$ cat src/rtl/aes_round_ctrl.sv
// ----------------------------------------------------------------------------
// aes_round_ctrl
//
// Iterative AES-128 encryption sequencer. It accepts one plaintext block,
// applies the initial AddRoundKey, then steps a shared external round
// datapath through nine full rounds and one final round (no MixColumns).
// Round keys come from an external key store that is indexed by rk_idx.
//
// Optional feature: define AES_CTRL_ABORT_EN to add a synchronous 'abort'
// input. An abort cancels an in-flight block and returns the sequencer to IDLE.
//
// Ports:
//   clk        system clock (rising edge)
//   rst        asynchronous active-high reset
//   in_valid   plaintext block offered
//   in_ready   high only in IDLE
//   in_block   128-bit plaintext
//   rk_idx     round-key index to key store (0..10)
//   rk         round key for rk_idx (combinational from key store)
//   dp_state   cipher state fed to the round datapath
//   dp_last    selects the final-round variant of the datapath
//   dp_result  combinational datapath output
//   out_valid  ciphertext available
//   out_ready  consumer accepts ciphertext
//   out_data   128-bit ciphertext, held while out_valid is high
//   busy       high in ROUND, LAST and DONE
//   abort      (AES_CTRL_ABORT_EN only) cancel the current block
// ----------------------------------------------------------------------------
module aes_round_ctrl #(
    parameter int NR = 10
) (
    input  logic         clk,
    input  logic         rst,
    input  logic         in_valid,
    output logic         in_ready,
    input  logic [127:0] in_block,
    output logic [3:0]   rk_idx,
    input  logic [127:0] rk,
    output logic [127:0] dp_state,
    output logic         dp_last,
    input  logic [127:0] dp_result,
    output logic         out_valid,
    input  logic         out_ready,
    output logic [127:0] out_data,
    output logic         busy
`ifdef AES_CTRL_ABORT_EN
    ,
    input  logic         abort
`endif
);

    typedef enum logic [1:0] {
        S_IDLE  = 2'd0,
        S_ROUND = 2'd1,
        S_LAST  = 2'd2,
        S_DONE  = 2'd3
    } fsm_t;

    // Last full-round count, and the key index used by the final round.
    localparam logic [3:0] CNT_LAST = 4'(NR - 1);
    localparam logic [3:0] RK_LAST  = 4'(NR);

    fsm_t         fsm_reg;
    logic [3:0]   cnt_reg;
    logic [127:0] state_reg;
    logic [127:0] out_data_reg;
    logic         out_valid_reg;

    always_ff @(posedge clk or posedge rst) begin
        if (rst) begin
            fsm_reg       <= S_IDLE;
            cnt_reg       <= '0;
            state_reg     <= '0;
            out_data_reg  <= '0;
            out_valid_reg <= 1'b0;
        end else
`ifdef AES_CTRL_ABORT_EN
        // Abort wins over the round update and over the output handshake;
        // in IDLE it is ignored so a simultaneous transfer still proceeds.
        if (abort && (fsm_reg != S_IDLE)) begin
            fsm_reg       <= S_IDLE;
            cnt_reg       <= '0;
            state_reg     <= '0;
            out_data_reg  <= '0;
            out_valid_reg <= 1'b0;
        end else
`endif
        begin
            case (fsm_reg)
                S_IDLE: begin
                    if (in_valid) begin
                        // Initial AddRoundKey uses round key 0.
                        state_reg <= in_block ^ rk;
                        cnt_reg   <= 4'd1;
                        fsm_reg   <= S_ROUND;
                    end
                end
                S_ROUND: begin
                    state_reg <= dp_result;
                    if (cnt_reg == CNT_LAST) begin
                        fsm_reg <= S_LAST;
                    end else begin
                        cnt_reg <= cnt_reg + 4'd1;
                    end
                end
                S_LAST: begin
                    // The final round result goes straight to the output register.
                    out_data_reg  <= dp_result;
                    out_valid_reg <= 1'b1;
                    fsm_reg       <= S_DONE;
                end
                S_DONE: begin
                    if (out_ready) begin
                        out_valid_reg <= 1'b0;
                        state_reg     <= '0;
                        cnt_reg       <= '0;
                        fsm_reg       <= S_IDLE;
                    end
                end
                default: begin
                    fsm_reg <= S_IDLE;
                end
            endcase
        end
    end

    // Key index and round variant depend only on registered state, so no
    // handshake input reaches them combinationally.
    always_comb begin
        rk_idx  = 4'd0;
        dp_last = 1'b0;
        case (fsm_reg)
            S_ROUND: rk_idx = cnt_reg;
            S_LAST: begin
                rk_idx  = RK_LAST;
                dp_last = 1'b1;
            end
            default: begin
                rk_idx  = 4'd0;
                dp_last = 1'b0;
            end
        endcase
    end

    assign in_ready  = (fsm_reg == S_IDLE);
    assign busy      = (fsm_reg != S_IDLE);
    assign dp_state  = state_reg;
    assign out_valid = out_valid_reg;
    assign out_data  = out_data_reg;

endmodule
$ cat config.mk
export PLATFORM = sky130hd
export DESIGN_NAME = aes_round_ctrl
export DESIGN_NICKNAME = d
export VERILOG_FILES = /design/src/rtl/aes_round_ctrl.sv
export SDC_FILE = /design/constraint.sdc
export NUM_CORES = 1
export LEC_CHECK = 0
export ABC_AREA = 1
export CAP_MARGIN = 20
export CORE_AREA = 2 2 253 255
export CTS_CLUSTER_DIAMETER = 30
export CTS_CLUSTER_SIZE = 20
export DETAILED_ROUTE_END_ITERATION = 16
export DIE_AREA = 0 0 255 257
export GPL_TIMING_DRIVEN = 0
export MAX_ROUTING_LAYER = met4
export PLACE_DENSITY_LB_ADDON = 0.3
export SYNTH_ARGS = -nofsm -noshare
export SYNTH_HDL_FRONTEND = slang
export SYNTH_SLANG_ARGS = --single-unit
$ cat constraint.sdc
create_clock -name clk -period 13.7 [get_ports clk]
set_input_delay 3.425 -clock clk [delete_from_list [all_inputs] [get_ports clk]]
set_output_delay 3.425 -clock clk [all_outputs]
set_load 0.005 [all_outputs]
After elaboration in Yosys (flattened, before gate mapping)
Index checks and enable logic that the tools add are counted.
{"block": "word_totals", "in_bits": 388, "regBits": 263, "elab_cells": 38}
{"block": "classes", "n_addsub": 1, "bitwise_logic": 1, "n_mux": 15, "eq_ne": 8, "reduce_logical": 8}
{"op": "128-bit one-hot mux with 3 select lines", "count": 1}
{"op": "128-bit two-way mux", "count": 2}
{"op": "128-bit XOR", "count": 1}
{"op": "4-bit two-way mux", "count": 3}
{"op": "4-bit one-hot mux with 3 select lines", "count": 1}
{"op": "2-bit inequality test, second input constant", "count": 4}
{"op": "2-bit one-hot mux with 4 select lines", "count": 1}
{"op": "4-bit one-hot mux with 2 select lines", "count": 1}
{"op": "2-bit two-way mux", "count": 3}
{"op": "3-bit AND reduction", "count": 2}
{"op": "4-bit by 1-bit adder with 4-bit output, second input constant", "count": 1}
{"op": "2-bit equality test, second input constant", "count": 2}
{"op": "4-bit equality test, second input constant", "count": 1}
{"op": "4-bit AND reduction", "count": 1}
{"op": "2-bit nonzero test", "count": 2}
{"op": "3-bit nonzero test", "count": 1}
{"op": "2-bit by 1-bit equality test with 1-bit output, second input constant", "count": 1}
{"op": "2-bit zero test", "count": 1}
{"op": "1-bit two-way mux", "count": 2}
{"op": "1-bit one-hot mux with 2 select lines", "count": 1}
{"op": "2-bit AND reduction", "count": 1}

Longest topological paths before layout
Gate-level depths: netlist of the first run.
{"block": "depth", "word_depth": 3, "depth_mapped": 10, "mapped_depth_nobuf": 8}

Worst setup path before layout of the first run
Ideal clock, no wire load.
{"block": "synth_timing", "path_kind": "register to output", "start": "reg fsm_reg[1]", "end": "out rk_idx[1]", "t_arrival_ns": 1.329, "path_buffers": 3, "required_time_ns": 10.275, "stages_incl_launch_ff": 8, "path_slack_ns": 8.946, "cell_sequence": "dfrtp_1 -> inv_1 -> ha_1 -> buf_2 -> buf_2 -> buf_2 -> nand2_1 -> a21oi_1"}
{"block": "synth_via", "elab_chain_len": 2, "elab_cells_between_ends": 3, "classes_between": "eq/ne: 2; mux: 1"}
{"item": "start, declared", "line": "63", "rtl": "fsm_t fsm_reg;"}
{"item": "start signal, assigned", "line": "71", "rtl": "fsm_reg <= S_IDLE;"}
{"item": "start signal, assigned", "line": "95", "rtl": "fsm_reg <= S_ROUND;"}
{"item": "start signal, assigned", "line": "101", "rtl": "fsm_reg <= S_LAST;"}
{"item": "2-bit equality test or 2-bit by 1-bit equality test with 1-bit output (tied branches)", "line": "132", "rtl": "case (fsm_reg)"}
{"item": "4-bit one-hot mux with 2 select lines *", "line": "132"}
{"item": "end, declared", "line": "37", "rtl": "output logic [3:0] rk_idx,"}
Every way passes the cells marked *; elsewhere a longest branch is shown, timed or not.

Worst setup path after layout of the first run
Same ends and word-level chain as after synthesis.

==> results of run 1 <==
[critical path, stage by stage (launching register included)]
cell and delay, ps:
dfrtp_1 410, inv_1 110, ha_1 140, buf_2 210, buf_2 450, buf_2 360, nand2_1 100, a21oi_1 190
clkdlybuf4s50_1 600
[metrics by stage]
step	cells	hold WS [ps]
2_1_floorplan	1827	465
3_3_place_gp	3324	453
3_5_place_dp	3326	457
4_1_cts	3466	468
5_1_grt	3466	475
6_report	3466	463
[power by group]
group | switching (mW) | leakage (nW) | internal, mW
combinational | 1.44 | 6.98 | 1.26
sequential | 0.226 | 3.24 | 1.18
clock | 0.531 | 1.34 | 1.35
[final cells by class]
cell class,instances,area (µm²),share of cell area
inverter,16,67.6,0.00285
clock inverter,40,593,0.0251
timing repair buffer,653,6570,0.278
tap,846,1060,0.0447
multi-input combinational,1462,6070,0.256
sequential,263,6580,0.278
clock buffer,100,2140,0.0906
buffer,86,584,0.0247
[per-layer routing]
metal / vias to the layer above / GRT usage
li1: 7114 / -
met3: 106 / 0.0576
met1: 6612 / 0.180
met2: 565 / 0.307
met4: 0 / 0.0806
met5: - / -
[worst paths after layout]
check / from / endpoint / slack, ps
hold reg to reg: out_data[21]$_DFFE_PP0P_ / out_data[21]$_DFFE_PP0P_ / 460
hold / removal: out_data[21]$_DFFE_PP0P_ / out_data[21]$_DFFE_PP0P_ / 460
min in group asynchronous: rst / out_data[94]$_DFFE_PP0P_ / 3320
max in group asynchronous: rst / out_data[39]$_DFFE_PP0P_ / 9360
setup / recovery: fsm_reg[1]$_DFFE_PP0P_ / rk_idx[1] / 7130
setup reg to reg: fsm_reg[0]$_DFFE_PP0P_ / out_data[97]$_DFFE_PP0P_ / 11410
[cells by family after synthesis]
kind of cell / synth area share
compound gates: 0.00226
xor+xnor: 0.000659
fa+ha+maj: 0.00659
buf+inv: 0.0485
flops: 0.495
simple gates: 0.447
[layout by cell type (no fill, tap or decap), types with 2 or more instances in the layout]
cell type | Yosys | final
a21oi_1 | 2 | 2
buf_16 | 0 | 2
buf_2 | 47 | 47
buf_4 | 2 | 2
buf_6 | 26 | 26
bufinv_16 | 0 | 14
clkbuf_1 | 11 | 22
clkbuf_16 | 0 | 78
clkbuf_8 | 0 | 11
clkdlybuf4s50_1 | 0 | 651
clkinv_2 | 0 | 15
clkinvlp_4 | 0 | 5
dfrtp_1 | 263 | 263
ha_1 | 7 | 7
inv_1 | 14 | 13
inv_2 | 2 | 2
inv_6 | 0 | 5
nand2_1 | 1178 | 1178
nand3_1 | 130 | 130
nand4_1 | 2 | 2
nor2_1 | 5 | 5
nor3_1 | 2 | 2
o21ai_0 | 4 | 4
or2_2 | 128 | 128
==> results.txt, run 1 <==
crit start category - flop
Final min period - 6570 ps
Final Hold Fails - 0
total of max-cap violations - 0
Worst Hold Depth - 2
period utilisation layout - 0.480
detailed-placement wirelength estimate - 44.6 mm
met2 wire length - 28.9 mm
# setup viols final - 0
CTS clk-pin slew, worst paths - 40 ps
Syn Inst Count - 1827
fin. max-slew vios - 0
Synth area leader - dfrtp_1
RePlAce Congestion - 0.888
Yosys cell types - 20
Pwr Total - 5.99 mW
VDD IR max - 0.116 mV
PostCTS Resize Cnt - 0
Clock Path Buffers - 3
CTS root buf - clkbuf_16
initial antenna violation count - 2
Fill cells - 6388
outcome - complete, no violations
LEAKAGE - 11.6 nW
Die X-Extent - 255 µm
starting density of the core - 0.212
setup TNS - 0 ps
Reg2Reg Depth - 7
DR iter-0 viols - 567
design area - 0.0237 mm²
Area Overhead vs Synth - 78.0%
number of nets in the layout - 2954
via count - 14.4k
critical path class - flop to primary output
vias in the first global route - 14.7k
Avg Inst Size Synth - 7.28 µm²
hold_buf cts - 0
Hold Path Class - flop to flop
syn nets - 2222
grt ovf - 0
register area share after synthesis - 0.495
drt via density - 4.15
most frequent cell after synthesis - nand2_1
WL/cell - 16.7 µm
Final ANT Viol Nets - 0
RSZ-0062 raised after global routing - false
Synth area leaders - dfrtp_1 (50%), nand2_1 (33%), or2_2 (6.0%)
Setup Skew - 24.4 ps
final wirelength - 58.0 mm
# diodes - 0
Routed met3 length - 5.18 mm
CTS tree - built
worst skew pair latency - 600 ps
CP Capture Type - primary output
CTS H-tree depth - 3
overall routing resource usage - 0.177
CTS buffer count - 77
Worst Path Max Fanout - 10
Final Core Density - 0.377
I/O Buffers - 651
Worst Max-Slew Pin Slew - 730 ps
pre-CTS setup slack - 7640 ps
post-CTS setup buffers - 0
CTS sink cnt - 263
EDFF count, synth - 0
layout cells sized above 1 - 0.129
predominant post-synthesis flop cell - dfrtp_1
ys async rst share - 1.00
Top Layer Used - met4
core box area - 0.0627 mm²
synthesis-stage register bit count - 263
num rows - 92
dpl cell area - 0.0209 mm²
die height - 257 µm
DRT Pass-1 Iters - 5
Total Die Area - 0.0655 mm²
Syn. warnings - 0
Synth top cells by count - nand2_1 (1178), dfrtp_1 (263), nand3_1 (130)
global-route wire length before repair - 85.0 mm
WP data required - 10270 ps
Yosys top cell area share - 0.495
Max-Slew Margin vs Limit - 0.513
Worst EP arrival - 3140 ps
Met1 Routed Length - 21.7 mm
drt drc - 0
f_max - 152 MHz
power per cell area - 253 mW/mm²
I/O pin count - 652
largest net degree at the start of global routing - 113
synthesized area - 0.0133 mm²
final worst-path setup slack - 7130 ps
(Power assumes the default switching activity.)
==> run 2: changes to the inputs <==
- CORE_AREA: 2 2 253 255 -> 2 2 251 253
- DIE_AREA: 0 0 255 257 -> 0 0 253 255
- clock period: 13.7 -> 5.9 ns (I/O delays scaled with it)
==> results.txt, run 2 (synthesized netlist as in run 1, its figures left out) <==
outcome - complete, no violations
design area - 0.0237 mm² (about the same)
Routed met3 length - 5.30 mm (+2.3%)
Top Layer Used - met4
DRT Pass-1 Iters - 7 (+2)
Worst Max-Slew Pin Slew - 602 ps (-128 ps)
sequential cell fraction of total power - 0.237 (+0.003)
number of nets in the layout - 2957 (+0.10%)
Final min period - 4690 ps
CTS H-tree depth - 3 (unchanged)
Setup Skew - 17.3 ps (-7.11 ps)
Clock Path Buffers - 3 (unchanged)
CTS root buf - clkbuf_16
RePlAce Congestion - 0.909 (+2.4%)
Pwr Total - 13.8 mW (+130%)
DR iter-0 viols - 701 (+24%)
Worst EP arrival - 3220 ps (+80 ps)
die height - 255 µm (-0.78%)
I/O pin count - 652 (unchanged)
CTS tree - built
commonest non-fill, non-tap cell in the layout - nand2_1
vias in the first global route - 14.7k (+0.48%)
# setup viols final - 0 (unchanged)
drt via density - 4.24 (+2.2%)
via count - 14.5k (+1.0%)
pre-CTS setup slack - 1680 ps (-5960 ps)
final worst-path setup slack - 1210 ps (-5920 ps)
detailed-placement wirelength estimate - 45.1 mm (+1.1%)
Final Hold Fails - 0 (unchanged)
initial antenna violation count - 4 (+2)
global-route wire length before repair - 84.8 mm (-0.18%)
multi-input logic area - 0.00607 mm² (unchanged)
Met1 Routed Length - 22.1 mm (+1.9%)
Final ANT Viol Nets - 0 (unchanged)
period utilisation layout - 0.795
most frequent cells in the layout - nand2_1 (1178), clkdlybuf4s50_1 (651), dfrtp_1 (263)
hold slack - 464 ps (+1.34 ps)
layout cells sized above 1 - 0.133 (+0.00328)
post-CTS setup buffers - 0 (unchanged)
CP Capture Type - primary output
VDD IR max - 0.250 mV (+120%)
met2 wire length - 28.4 mm (-1.8%)
I/O Buffers - 651 (unchanged)
hold_buf cts - 0 (unchanged)
overall routing resource usage - 0.178 (+0.00132)
Comb pwr share - 0.453 (+0.002)
setup TNS - 0 ps (unchanged)
RSZ-0062 raised after global routing - false
f_max - 213 MHz
switching power share of the total - 0.368 (+0.00111)
Worst Path Max Fanout - 10 (unchanged)
worst skew pair latency - 570 ps (-30 ps)
Fill cells - 6470 (+1.3%)
FF/Latch Area - 0.00658 mm² (unchanged)
Switch Pwr - 5.07 mW (+130%)
WL/cell - 16.8 µm (+0.65%)
critical path class - flop to primary output
num rows - 92 (unchanged)
Power Internal - 8.71 mW (+130%)
power per cell area - 582 mW/mm² (+130%)
final wirelength - 57.7 mm (-0.48%)
CTS clk-pin slew, worst paths - 40 ps (about the same)
starting density of the core - 0.214 (+0.00196)
Total Die Area - 0.0645 mm² (-1.6%)
WP data required - 4430 ps (-5840 ps)
CTS buffer count - 75 (-2.6%)
core box area - 0.0622 mm² (-0.92%)
Hold Path Class - flop to flop
Area Overhead vs Synth - 78.1% (about the same)
dpl cell area - 0.0210 mm² (+0.11%)
PostCTS Resize Cnt - 0 (unchanged)
Die X-Extent - 253 µm (-0.78%)
crit start category - flop
largest net degree at the start of global routing - 41 (-64%)
fin. max-slew vios - 0 (unchanged)
drt drc - 0 (unchanged)
Clock power frac - 0.311 (-0.004)
CTS sink cnt - 263 (unchanged)
grt ovf - 0 (unchanged)
Max-Slew Margin vs Limit - 0.599 (+0.0856)
LEAKAGE - 11.6 nW (+0.19%)
total of max-cap violations - 0 (unchanged)
==> run 2: layout make-up <==
class	count	share of cell area
Inverter	16	0.00270
Buffer	86	0.0247
Clock inverter	41	0.0235
Timing Repair Buffer	658	0.281
Clock buffer	97	0.0909
Tap cell	799	0.0422
Sequential cell	263	0.278
Multi-Input combinational cell	1462	0.256
Antenna cell	5	0.000528
==> run 2: path summary, 6_finish.rpt <==
kind	start	to	slack (ps)	cells past startpoint
setup / recovery	fsm_reg[1]$_DFFE_PP0P_	rk_idx[3]	1210	8
min in group asynchronous	rst	out_data[35]$_DFFE_PP0P_	1260	2
max in group asynchronous	rst	dp_state[74]$_DFFE_PP0P_	3270	6
hold reg to reg	out_data[88]$_DFFE_PP0P_	out_data[88]$_DFFE_PP0P_	460	2
setup reg to reg	fsm_reg[1]$_DFFE_PP0P_	dp_state[36]$_DFFE_PP0P_	3750	9
hold / removal	out_data[88]$_DFFE_PP0P_	out_data[88]$_DFFE_PP0P_	460	2
==> run 2: power by group through the flow <==
| stage | clock, mW | sequential (mW) | combinational [mW] |
|---|---|---|---|
| 4_1_cts | 4.38 | 3.26 | 6.40 |
| 5_1_grt | 4.48 | 3.36 | 6.96 |
| 3_5_place_dp | 0 | 3.26 | 6.38 |
| 6_report | 4.28 | 3.26 | 6.23 |
| 3_3_place_gp | 0 | 3.23 | 6.32 |
| 2_1_floorplan | 0 | 3.27 | 2.82 |
==> run 2: critical path: stages (launching register included) <==
cell	delay (ps)
dfrtp_1	400
inv_1	120
ha_1	150
buf_2	230
buf_2	440
buf_2	390
nand2_1	130
a21oi_1	170
clkdlybuf4s50_1	610
==> run 2: layer usage <==
layer	up-vias	GRT usage
met5	-	-
met4	0	0.0727
met3	100	0.0594
met2	565	0.301
met1	6751	0.192
li1	7126	-
==> run 2: through the flow <==
stage,cells,util
final,3427,0.381
after global placement,3277,0.335
after floorplan,1827,-
after CTS,3422,0.381
after global routing,3423,0.381
after detailed placement,3284,0.337
==> run 3: changes to the inputs <==
- clock period: 5.9 -> 4 ns (I/O delays scaled with it)
==> results.txt, run 3 (synthesized netlist as in run 1, its figures left out) <==
initial antenna violation count - 4 (unchanged)
detailed-placement wirelength estimate - 45.1 mm (unchanged)
Area Overhead vs Synth - 78.1% (about the same)
final wirelength - 57.7 mm (-0.15%)
CTS root buf - clkbuf_16
Comb pwr share - 0.453 (about the same)
CTS clk-pin slew, worst paths - 40 ps (about the same)
grt ovf - 0 (unchanged)
global-route wire length before repair - 84.7 mm (-0.15%)
RePlAce Congestion - 0.909 (unchanged)
DRT Pass-1 Iters - 7 (unchanged)
die height - 255 µm (unchanged)
via count - 14.6k (+0.23%)
DR iter-0 viols - 700 (-0.14%)
Setup Skew - 16.9 ps (-0.323 ps)
critical path class - flop to primary output
RSZ-0062 raised after global routing - false
overall routing resource usage - 0.178 (-0.000385)
I/O Buffers - 651 (unchanged)
Max-Slew Margin vs Limit - 0.596 (-0.00255)
outcome - complete, no violations
I/O pin count - 652 (unchanged)
placed cells - 3284 (unchanged)
crit start category - flop
Hold Path Class - flop to flop
Final min period - 3690 ps
Final ANT Viol Nets - 0 (unchanged)
num rows - 92 (unchanged)
layout cells sized above 1 - 0.132 (-0.000331)
CTS sink cnt - 263 (unchanged)
Crit path max-delay family - buffers and inverters
worst skew pair latency - 570 ps (about the same)
period utilisation layout - 0.921
WL/cell - 16.8 µm (about the same)
drt drc - 0 (unchanged)
Crit path largest cell delay - 540 ps (-70 ps)
Worst Path Max Fanout - 10 (unchanged)
vias in the first global route - 14.7k (unchanged)
number of nets in the layout - 2956 (-0.034%)
fin. max-slew vios - 0 (unchanged)
sequential cell fraction of total power - 0.237 (about the same)
buffers plus inverters on the worst setup path - 5 (unchanged)
Switch Pwr - 7.47 mW (+47%)
VDD IR max - 0.370 mV (+48%)
switching power share of the total - 0.368 (about the same)
Critical-path top delay cell - clkdlybuf4s50_1
total of max-cap violations - 0 (unchanged)
Pwr Total - 20.3 mW (+47%)
Die X-Extent - 253 µm (unchanged)
Total Die Area - 0.0645 mm² (unchanged)
CTS tree - built
hold slack - 464 ps (+0.0480 ps)
starting density of the core - 0.214 (unchanged)
fin cells - 3425 (-0.058%)
# setup viols final - 0 (unchanged)
Power Internal - 12.8 mW (+48%)
Clock power frac - 0.311 (about the same)
WP data required - 3000 ps (-1430 ps)
f_max - 271 MHz
most frequent cells in the layout - nand2_1 (1178), clkdlybuf4s50_1 (651), dfrtp_1 (263)
Final Hold Fails - 0 (unchanged)
CP Capture Type - primary output
largest net degree at the start of global routing - 41 (unchanged)
Worst EP arrival - 2690 ps (-530 ps)
CTS buffer count - 75 (unchanged)
commonest non-fill, non-tap cell in the layout - nand2_1
post-CTS setup buffers - 0 (unchanged)
CTS H-tree depth - 3 (unchanged)
LEAKAGE - 11.6 nW (about the same)
crit path cell chain - inv_1, ha_1, buf_2, inv_2, clkbuf_1, a21oi_1, clkdlybuf4s50_1
Clock Path Buffers - 3 (unchanged)
Worst Max-Slew Pin Slew - 605 ps (+3.83 ps)
core box area - 0.0622 mm² (unchanged)
power per cell area - 858 mW/mm² (+48%)
drt via density - 4.26 (+0.29%)
==> run 3: changes by cell type in the layout (fill, tap and decap cells not counted) <==
cell / change
buf_6: +1
buf_2: -2
diode_2: -1
==> run 3: what timing repair did <==
| item | 4_1_cts | 5_1_grt |
|---|---|---|
| setup endpoints to repair | 2 | 2 |
| gates resized for setup | 1 | 1 |
| hold buffers | 0 | 0 |
==> run 3: cell type report <==
type | instances | area (µm²)
Clock inverter | 41 | 556
Sequential cell | 263 | 6580
Clock buffer | 97 | 2150
Buffer | 85 | 586
Inverter | 16 | 63.8
Antenna cell | 4 | 10.0
Timing Repair Buffer | 658 | 6660
Multi-Input combinational cell | 1462 | 6070
Fill cell | 6467 | 38500
Tap cell | 799 | 1000
==> run 3: power by group through the flow <==
stage / logic [mW] / registers (mW) / clock network (mW)
2_1_floorplan: 4.16 / 4.83 / 0
3_3_place_gp: 9.32 / 4.77 / 0
3_5_place_dp: 9.40 / 4.80 / 0
4_1_cts: 9.44 / 4.81 / 6.46
5_1_grt: 10.3 / 4.96 / 6.61
6_report: 9.20 / 4.81 / 6.32
==> run 3: per-stage QoR <==
step	TNS, ps	util	cell area, µm²	setup slack (ps)
floorplan	-123490	-	13300	-470
global placement	-700230	0.335	20800	-2710
detailed placement	0	0.337	21000	259
CTS	0	0.381	23700	30.7
global route	0	0.381	23700	95.9
finish	0	0.381	23700	315
==> run 3: path summary, 6_finish.rpt <==
kind	from	to	slack, ps	cells after the start
setup / recovery	fsm_reg[0]$_DFFE_PP0P_	rk_idx[3]	310	7
hold / removal	out_data[88]$_DFFE_PP0P_	out_data[88]$_DFFE_PP0P_	460	2
setup reg to reg	fsm_reg[0]$_DFFE_PP0P_	out_data[11]$_DFFE_PP0P_	1890	7
hold reg to reg	out_data[88]$_DFFE_PP0P_	out_data[88]$_DFFE_PP0P_	460	2
max in group asynchronous	rst	dp_state[74]$_DFFE_PP0P_	1850	6
min in group asynchronous	rst	out_data[35]$_DFFE_PP0P_	780	2
==> run 3: tightest hold or removal path: cells and delay by family, from the launching register on <==
| family | cells | cell delay (ps) |
|---|---|---|
| DFF | 1 | 330 |
| and+or+nand+nor | 2 | 100 |
==> run 3: per-layer routing <==
layer / routed length (µm) / track usage
met5: 0 / -
met2: 28300 / 0.301
met3: 5220 / 0.0594
met4: 1940 / 0.0727
met1: 22200 / 0.191
==> variant (settings of run 2) <==
Reset style: synchronous (`rst`), changed in one clocked block. Comments in the files are not updated.
--- a/src/rtl/aes_round_ctrl.sv
+++ b/src/rtl/aes_round_ctrl.sv
@@ -66,7 +66,7 @@
     logic [127:0] out_data_reg;
     logic         out_valid_reg;
 
-    always_ff @(posedge clk or posedge rst) begin
+    always_ff @(posedge clk) begin
         if (rst) begin
             fsm_reg       <= S_IDLE;
             cnt_reg       <= '0;
Behaviour: differs if rst is asserted again (counterexample within 4 cycles, from zero or initial values and one cycle with rst high); with rst held inactive, the same outputs for 4 cycles.
==> variant against run 2 <==
Cell count decreased by 10%; synthesized cell count decreased by 19%; via count decreased by 8.5%; first-iteration DRC count decreased by 9.3%; final area decreased by 7.4%; routed wire length increased by 1.8%; total power decreased by 7.0%; worst setup slack improved by 0.086 ns; utilization decreased by 2.8 points; sequential cell count unchanged; non-clock buffer count increased by 21; synthesized area decreased by 14%; clock skew decreased by 0.0019 ns; largest cell class unchanged; largest power group unchanged; highest routed layer unchanged.
==> variant: results (changes against run 2) <==
| Metric | Value |
|---|---|
| Status | `finished, final reports clean (unchanged)` |
| R2R setup slack | `3.51 ns (was 3.75 ns)` |
| Initial antenna violation count | `3 (was 4)` |
| Synthesized Nets | `1876 (was 2222)` |
| Max IR drop VDD | `0.236 mV (was 0.250 mV)` |
| Filler cells | `6457 (was 6470)` |
| Hold Slack | `0.490 ns (was 0.464 ns)` |
| GRT Util Overall | `17.8% (about the same)` |
| Vias/cell | `4.31 (was 4.24)` |
| DR pass1 iterations | `5 (was 7)` |
| Arr. time, crit path | `3.13 ns (was 3.22 ns)` |
| First-pass GRT wire length | `83.6 mm (was 84.8 mm)` |
| Later-pin clock latency in the skew report | `0.59 ns (was 0.57 ns)` |
| Post-synthesis async set-or-reset flop share | `0% (was 100%)` |
| Synth area leaders | `dfxtp_1 46%, a21oi_1 10%, xor2_1 9.8%, nor2_1 8.8%, o21ai_0 7.7% (was dfrtp_1 50%, nand2_1 33%, or2_2 6.0%, nand3_1 4.9%, buf_6 2.2%)` |
| Post-DP Area | `19000 µm² (was 21000 µm²)` |
| Hold Startpoint | `cnt_reg[2] (was out_data[88])` |
| Post-Layout Cell Count | `3085 (was 3427)` |
| Worst Setup SP | `fsm_reg[0] (was fsm_reg[1])` |
| Syn Area/Cell | `7.76 µm² (was 7.28 µm²)` |
| Sw frac | `35.9% (was 36.8%)` |
| Layout Nets | `2612 (was 2957)` |
| Routed WL per cell | `19.0 µm (was 16.8 µm)` |
| Layout cell share with drive strength beyond 1 | `10.4% (was 13.3%)` |
| Sequential fraction of the synthesis area | `45.8% (was 49.5%)` |
| Most frequent cells after synthesis | `270 x nor2_1, 263 x dfxtp_1, 240 x a21oi_1, 178 x o21ai_0, 151 x nand2_1 (was 1178 x nand2_1, 263 x dfrtp_1, 130 x nand3_1, 128 x or2_2, 47 x buf_2)` |
==> variant: cell count changes after synthesis, sizes merged, moves of 2 or more <==
cell	change
nand2	-1027
nor2	+266
dfrtp	-263
dfxtp	+263
a21oi	+258
o21ai	+254
or2	-128
xor2	+128
nand3	-126
clkbuf	+44
buf	-17
inv	+3
o22ai	+2
==> variant: area by class of cell <==
class                           count  share of cell area (%)
Buffer                            113                    2.52
Clock buffer                      112                    10.6
Multi-Input combinational cell   1086                    25.6
Timing Repair Buffer              652                    29.8
Sequential cell                   263                    24.0
Tap cell                          799                    4.56
Inverter                           19                   0.325
Clock inverter                     39                    2.58
Antenna cell                        2                  0.0228
==> variant: logic make-up after synthesis <==
group,count (synthesis),synth area share [%]
AOI/OAI and AO/OA,520,24.0
and+or+nand+nor,431,14.3
DFF,263,45.8
buffers and inverters,132,5.42
xor gates and xnor gates,128,9.75
adders and majority gates,7,0.762
==> variant: power by group through the flow <==
stage	clock network (mW)	logic (mW)	registers (mW)
6_report	4.50	5.28	3.04
5_1_grt	4.70	5.75	3.13
4_1_cts	4.59	5.36	3.04
3_5_place_dp	0	5.33	3.05
3_3_place_gp	0	5.29	3.03
2_1_floorplan	0	2.21	3.05
==> variant: metrics by stage <==
| step | worst slack (ns) | utilization (%) |
|---|---|---|
| after CTS | 1.13 | 35.3 |
| after global routing | 1.08 | 35.3 |
| final | 1.29 | 35.3 |
| after detailed placement | 1.79 | 30.6 |
| after global placement | 1.30 | 30.6 |
| after floorplan | 3.08 | - |
==> variant: routing by layer <==
layer	global-route usage [%]	vias to the layer above	wire, µm
met1	19.8	6252	23300
li1	-	6437	-
met5	-	-	0
met2	30.8	533	29500
met3	5.00	82	4600
met4	5.68	0	1340
==> variant: critical path, delay by kind of cell, from the launching register on <==
family | cells | cell delay (ns)
compound gates | 1 | 0.31
buf+inv | 5 | 1.47
fa+ha+maj | 1 | 0.41
flops | 1 | 0.34
==> variant: path summary, 6_finish.rpt <==
check / end / depth (start not counted)
worst min-delay path: cnt_reg[2] / 2
worst max register to register: dp_state[95] / 8
worst min register to register: cnt_reg[2] / 2
worst max-delay path: rk_idx[3] / 7
